[src/rtl/fetch_stage.sv]
// rtl/fetch_stage.sv - RV32I instruction-fetch stage with single-entry stall buffer
//
// Purpose: holds the PC, issues one instruction-memory request at a time over a
// req/ready handshake, applies EX redirects (including those that arrive while a
// request is still outstanding), buffers one returned word while decode is stalled,
// and drives the IF/ID pipeline register.
//
// Ports:
//   clk, rst_n            clock (rising edge), asynchronous active-low reset
//   PCSrcE, PCTargetE     redirect request and target from EX (target bits [1:0] ignored)
//   StallD, FlushD        hazard unit hold / bubble controls for IF/ID
//   imem_req, imem_addr   instruction memory request valid and address (always PCF)
//   imem_ready, imem_rdata memory response; handshake completes on imem_req & imem_ready
//   InstrD, PCD, PCPlus4D IF/ID instruction, PC and PC+4
//   ValidD                IF/ID holds a real instruction

module fetch_stage #(
  parameter logic [31:0] RESET_PC  = 32'h0000_0000,
  parameter logic [31:0] NOP_INSTR = 32'h0000_0013
) (
  input  logic        clk,
  input  logic        rst_n,
  input  logic        PCSrcE,
  input  logic [31:0] PCTargetE,
  input  logic        StallD,
  input  logic        FlushD,
  output logic        imem_req,
  output logic [31:0] imem_addr,
  input  logic        imem_ready,
  input  logic [31:0] imem_rdata,
  output logic [31:0] InstrD,
  output logic [31:0] PCD,
  output logic [31:0] PCPlus4D,
  output logic        ValidD
);

  typedef enum logic [1:0] {
    S_FETCH = 2'd0,  // request outstanding at PCF
    S_KILL  = 2'd1,  // request outstanding, but its data belongs to the wrong path
    S_HOLD  = 2'd2   // one word parked in the buffer while decode is stalled
  } state_t;

  state_t      state_q, state_d;
  logic [31:0] pcf_q, pcf_d;
  logic [31:0] kill_target_q, kill_target_d;
  logic [31:0] buf_instr_q, buf_pc_q;
  logic        buf_capture;
  logic        req_state;

  logic [31:0] instr_d, pcd_d, pc_plus4d_d;
  logic        valid_d;

  logic [31:0] pcf_plus4;
  logic [31:0] buf_pc_plus4;
  logic [31:0] target;

  // Masking rather than slicing keeps every target bit in use.
  assign target       = PCTargetE & 32'hFFFF_FFFC;
  assign pcf_plus4    = pcf_q + 32'd4;
  assign buf_pc_plus4 = buf_pc_q + 32'd4;

  assign imem_addr = pcf_q;
  // Gate with rst_n so no request is visible while reset is held.
  assign imem_req  = rst_n & req_state;

  // Next-state, PC and buffer-capture logic.
  always_comb begin
    state_d       = state_q;
    pcf_d         = pcf_q;
    kill_target_d = kill_target_q;
    buf_capture   = 1'b0;
    req_state     = 1'b1;

    case (state_q)
      S_FETCH: begin
        if (imem_ready) begin
          if (PCSrcE) begin
            // Returned word is on the wrong path: drop it.
            pcf_d = target;
          end else begin
            pcf_d = pcf_plus4;
            if (StallD) begin
              buf_capture = 1'b1;
              state_d     = S_HOLD;
            end
          end
        end else if (PCSrcE) begin
          // Address must stay stable until the pending request completes,
          // so remember the target and discard the response when it lands.
          kill_target_d = target;
          state_d       = S_KILL;
        end
      end

      S_KILL: begin
        if (imem_ready) begin
          pcf_d   = PCSrcE ? target : kill_target_q;
          state_d = S_FETCH;
        end else if (PCSrcE) begin
          kill_target_d = target;
        end
      end

      S_HOLD: begin
        req_state = 1'b0;
        if (PCSrcE) begin
          pcf_d   = target;
          state_d = S_FETCH;
        end else if (!StallD) begin
          state_d = S_FETCH;
        end
      end

      default: begin
        state_d = S_FETCH;
      end
    endcase
  end

  // IF/ID next value, highest priority first.
  always_comb begin
    instr_d     = InstrD;
    pcd_d       = PCD;
    pc_plus4d_d = PCPlus4D;
    valid_d     = ValidD;

    if (StallD && !FlushD) begin
      // hold everything
    end else if (FlushD || PCSrcE) begin
      instr_d = NOP_INSTR;
      valid_d = 1'b0;
    end else if (state_q == S_HOLD) begin
      instr_d     = buf_instr_q;
      pcd_d       = buf_pc_q;
      pc_plus4d_d = buf_pc_plus4;
      valid_d     = 1'b1;
    end else if ((state_q == S_FETCH) && imem_ready) begin
      instr_d     = imem_rdata;
      pcd_d       = pcf_q;
      pc_plus4d_d = pcf_plus4;
      valid_d     = 1'b1;
    end else begin
      instr_d = NOP_INSTR;
      valid_d = 1'b0;
    end
  end

  always_ff @(posedge clk or negedge rst_n) begin
    if (!rst_n) begin
      state_q       <= S_FETCH;
      pcf_q         <= RESET_PC;
      kill_target_q <= 32'd0;
    end else begin
      state_q       <= state_d;
      pcf_q         <= pcf_d;
      kill_target_q <= kill_target_d;
    end
  end

  always_ff @(posedge clk or negedge rst_n) begin
    if (!rst_n) begin
      buf_instr_q <= NOP_INSTR;
      buf_pc_q    <= 32'd0;
    end else if (buf_capture) begin
      buf_instr_q <= imem_rdata;
      buf_pc_q    <= pcf_q;
    end
  end

  always_ff @(posedge clk or negedge rst_n) begin
    if (!rst_n) begin
      InstrD   <= NOP_INSTR;
      PCD      <= 32'd0;
      PCPlus4D <= 32'd0;
      ValidD   <= 1'b0;
    end else begin
      InstrD   <= instr_d;
      PCD      <= pcd_d;
      PCPlus4D <= pc_plus4d_d;
      ValidD   <= valid_d;
    end
  end

endmodule

[config.mk]
export PLATFORM = sky130hd
export DESIGN_NAME = fetch_stage
export DESIGN_NICKNAME = d
export VERILOG_FILES = /design/src/rtl/fetch_stage.sv
export SDC_FILE = /design/constraint.sdc
export NUM_CORES = 1
export LEC_CHECK = 0
export ABC_AREA = 1
export BUFFER_PORTS_ARGS = -buffer_cell sky130_fd_sc_hd__buf_2
export CORE_AREA = 2 2 157 159
export CTS_CLUSTER_SIZE = 14
export DETAILED_ROUTE_END_ITERATION = 10
export DIE_AREA = 0 0 159 161
export PLACE_DENSITY_LB_ADDON = 0.3
export SYNTH_ARGS = -nofsm -noshare
export SYNTH_HDL_FRONTEND = slang
export SYNTH_SLANG_ARGS = --single-unit
[constraint.sdc]
create_clock -name clk -period 2.2 [get_ports clk]
set_clock_uncertainty 0.15 [all_clocks]
set_input_delay 0.55 -clock clk [delete_from_list [all_inputs] [get_ports clk]]
set_output_delay 0.55 -clock clk [all_outputs]
set_load 0.01 [all_outputs]
# == Yosys cells after proc, flatten, opt, wreduce, memory -nomap -nowiden ==
# Index checks and enable logic that the tools add are counted.
# op_classes
n_eq_ne,9
n_bitwise,4
n_mux,29
n_reduce_logical,12
n_addsub,2
# ops
cell,count
$mux W32,12
$pmux W32 S3,1
$add A32 B3 Y32 const B,2
$mux W2,7
$ne A3 B3 Y1 const B,4
$mux W1,8
$ne A2 B2 Y1 const B,3
$pmux W2 S3,1
$reduce_and A5 Y1,1
$reduce_and A4 Y1,1
$not A1 Y1,3
$reduce_and A3 Y1,1
$reduce_bool A3 Y1,1
$eq A2 B1 Y1 const B,1
$eq A2 B2 Y1 const B,1
$logic_and A1 B1 Y1,2
$logic_not A2 Y1,1
$reduce_and A2 Y1,1
$reduce_bool A2 Y1,1
$reduce_or A2 Y1,1
$and A1 B1 Y1,1
$logic_not A1 Y1,1
$logic_or A1 B1 Y1,1
# word_totals
register_bits,227
input_bits,70

# == Longest topological paths before layout ==
# logic_depth
word_depth,5
mapped_depth,12
ltp_nobuf,12

# == Worst setup path before layout ==
# Ideal clock, no wire load.
# synth_path
path_type,register to output
startpoint,register state_q[0]
endpoint,output port imem_req
stages_incl_launch_ff,7
path_slack_ps,27
arrival_time_ps,1473
required_ps,1500
path_cell_list,dfrtp_1 > inv_1 > ha_1 > buf_2 > buf_1 > clkbuf_1 > nor2_1
# synth_between
elab_chain_cells,3
# synth_rtl
element,line,rtl
start: declaration,43,"state_t state_q, state_d;"
start signal: assignment,154,state_q <= state_d;
$eq A2 B2 Y1,74,case (state_q)
$mux W1,74,
$and A1 B1 Y1,64,assign imem_req = rst_n & req_state;
end: declaration,27,"output logic imem_req,"
# No other way between the ends.

# == Worst setup path after layout ==
# layout_path
startpoint,register state_q[1]
endpoint,output port imem_req
# Same word-level chain as after synthesis.

==> impl_metrics.yaml <==
timing:
  finalHoldViolations: 42
  slew_headroom: 0.468
  tightestPinTransition_ns: 0.799
  post-route-period-util: 0.994
  fmax_mhz: 457
  rsz0062_at_grt: "true"
  finalCriticalPeriod_ns: 2.19
  slew_viol_final: 0
  hold_slack_ns: -0.0337
  setup_violations: 0
cts:
  cts_buffers: 25
  clk_pin_slew_worst_paths_ns: 0.06
  cts_num_sinks: 225
  htree_levels: 1
  clk_path_buf_depth: 3
  cts_root_buf: "clkbuf_16"
  cts.hold.buffers_added: 0
  cts_tree: "yes"
  clkLatencyLatePin_ns: 0.53
floorplanning:
  num_rows: 57
  die-area_um2: 25600
  die_h_um: 161
  io_pins: 200
  start_util: 0.510
  dieWidth_um: 159
  coreArea_um2: 24000
global_route:
  grt_pass1_vias: 11000
  overflow: 0
  grt_pass1_wl_mm: 59.8
  antenna_found_initial: 0
  grt_max_degree: 127
  grtUsageTotal: 0.288
route:
  detail_route.iter0.violations: 1240
  route.detailed.drc: 0
  drtPass1Iterations: 6
  routed_wl_mm: 37.6
  final_antenna_net_count: 0
  vias: 12000
  viasPerCell: 5.43
  wl_per_cell_um: 17.0
logic_synthesis:
  yosys_warnings: 0
  ys.flop_type: "dfrtp_1"
  synthTopCellsByArea: "dfrtp_1 45%, nand2_1 16%, o21ai_0 7.3%, nand3_1 5.1%, nor2_1 3.8%"
  synthAdderAreaFrac: 0.00614
  syn-cell-area_um2: 12200
  synth-edff-count: 0
  syn_avg_cell_area_um2: 7.32
  synth.distinct_cells: 37
  synth_nets: 1746
  ys_seq_area_frac: 0.461
  synth_top_family_by_area: "simple AND/OR/NAND/NOR gates"
  async_reset_ff_frac: 1.00
  synth_cells: 1670
  synth-simple-area-share: 0.282
  ys_ff_latch: 225
  synthMuxAreaShare: 0.00276
  synth_top_area_frac: 0.449
  synth_xor_area_frac: 0.0179
  synth_area_leader_cell: "dfrtp_1"
  synth_compound_area_frac: 0.153
place:
  port_buffers: 197
  placed_cells: 2154
  place_area_um2: 13800
  routabilityCongestion: 0.944
  hpwl_mm: 26.7
setup_path:
  criticalPathCategory: "register to output port"
  worstReg2RegEnd: "PCPlus4D[6]$_DFFE_PN0P_"
  reg2reg_depth: 10
  r2r_start: "state_q[0]$_DFFE_PN0P_"
  cp_max_fo: 10
  required_ns: 1.50
  crit_start: "state_q[1]$_DFFE_PN0P_"
  critPathCaptureType: "output port"
  crit_end: "imem_req"
  reg2reg_setup_slack_ns: 0.07
  cp-start-kind: "register"
  crit_arrival_ns: 1.49
hold_path:
  hold_class: "primary input to asynchronous set/reset pin"
layout:
  layout.nets: 1941
  layout.cells.non_filler: 2208
  syn2layout_area_growth_pct: 20.2
  layout-drive-gt1-share: 0.178
  num_antenna_cells: 0
  fin_area_um2: 14700
outcome:
  violations: "negative hold slack"
  status: "finished with violations"
power_and_ir_drop:
  p_leak_nw: 7.14
  p_per_area_nw_per_um2: 1370
  ir_drop_uv: 1140
job:
  maxCapViolations: 0
cell families (layout without fill, tap and decap cells):
| kind of cell | after synthesis | count (layout) |
|---|---|---|
| multiplexers | 3 | 3 |
| adder cells (fa/ha/maj) | 6 | 6 |
| AO/OA/AOI/OAI | 345 | 345 |
| buffers and inverters | 227 | 441 |
| XOR/XNOR | 25 | 25 |
| flip-flops | 225 | 225 |
| AND/OR/NAND/NOR | 839 | 839 |
cell usage after synthesis (8+ instances only):
| master | n |
|---|---|
| inv_1 | 123 |
| buf_2 | 37 |
| a22oi_1 | 21 |
| clkbuf_1 | 45 |
| nor3_1 | 30 |
| a21oi_1 | 89 |
| a21boi_0 | 9 |
| dfrtp_1 | 219 |
| nor2_1 | 124 |
| xor2_1 | 19 |
| buf_1 | 8 |
| nand2_1 | 533 |
| o21ai_0 | 178 |
| a31oi_1 | 31 |
| nand3_1 | 125 |
sequential cells by signal (all words and copies together) (netlist names):
signal / flops
buf_instr_q: 32
PCPlus4D: 30
InstrD: 32
buf_pc_q: 32
imem_addr: 32
state_q: 2
ValidD: 1
PCD: 32
kill_target_q: 32
power breakdown:
part | internal, W | total (W) | switching [W]
clock | 0.00243 | 0.00416 | 0.00172
combinational | 0.00318 | 0.00860 | 0.00542
sequential | 0.00584 | 0.00738 | 0.00154
total | 0.0115 | 0.0201 | 0.00869
cell type report:
class,count,area (µm²)
tap,324,405
timing repair buffer,266,1660
multi-input combinational,1218,5680
inverter,129,488
clock inverter,7,77.6
fill,2249,9280
sequential,225,5640
clock buffer,39,738
through the flow:
| step | setup slack (ns) | TNS [ns] | power, W | util |
|---|---|---|---|---|
| global route | -0.0600 | -0.144 | 0.0216 | 0.613 |
| global placement | 0.0752 | 0 | 0.0156 | 0.575 |
| finish | 0.0139 | 0 | 0.0201 | 0.613 |
| CTS | 0.0153 | 0 | 0.0201 | 0.611 |
| detailed placement | -0.0125 | -0.0173 | 0.0158 | 0.575 |
| floorplan | 0.0274 | 0 | 0.0124 | - |
cells in the final DEF (no fill, tap or decap), drive strengths merged:
cell	Yosys	routed
a22oi	21	21
nor3	31	31
nand3	125	125
nand3b	6	6
dfstp	6	6
and2	3	3
nand2	535	535
xnor2	6	6
o21a	1	1
clkinvlp	0	1
a31oi	31	31
bufinv	0	1
nor2	132	132
a21oi	90	90
dfrtp	219	219
clkinv	1	5
nand4	7	7
mux2	3	3
o21ai	185	185
buf	53	266
o22ai	3	3
xor2	19	19
ha	6	6
inv	128	129
o31ai	1	1
a21boi	9	9
o2111ai	1	1
o211ai	3	3
clkbuf	45	39
worst min-delay path by stage:
stage                             start                             to  slack, ns  depth (start not counted)
2_1_floorplan                     rst_n         InstrD[10]$_DFFE_PN0N_       0.10                          0
3_3_place_gp         PCD[2]$_DFFE_PN0P_             PCD[2]$_DFFE_PN0P_       0.30                          2
3_5_place_dp   PCPlus4D[28]$_DFFE_PN0P_       PCPlus4D[28]$_DFFE_PN0P_       0.31                          2
4_1_cts                           rst_n  kill_target_q[11]$_DFFE_PN0P_      0.007                          2
5_1_grt                           rst_n  kill_target_q[15]$_DFFE_PN0P_       0.03                          2
6_report                          rst_n       imem_addr[2]$_DFFE_PN0P_      -0.03                          2
worst max-delay path, cell delays in order (launching register included):
cell	delay, ns
dfrtp_1	0.43
ha_4	0.20
buf_8	0.14
nor2_4	0.09
buf_6	0.11
routing by layer:
layer / part of all wire / GRT usage
met2: 0.45 / 0.444
met1: 0.46 / 0.437
met4: 0.021 / 0.0686
met3: 0.074 / 0.0339
met5: 0 / 0
repair_timing:
item / CTS / global route
setup endpoints to repair: 7 / 41
buffers inserted: 3 / 5
gates resized for setup: 6 / 5
pin swaps: 2 / 4
No activity file was read; power rests on OpenSTA's default activity.
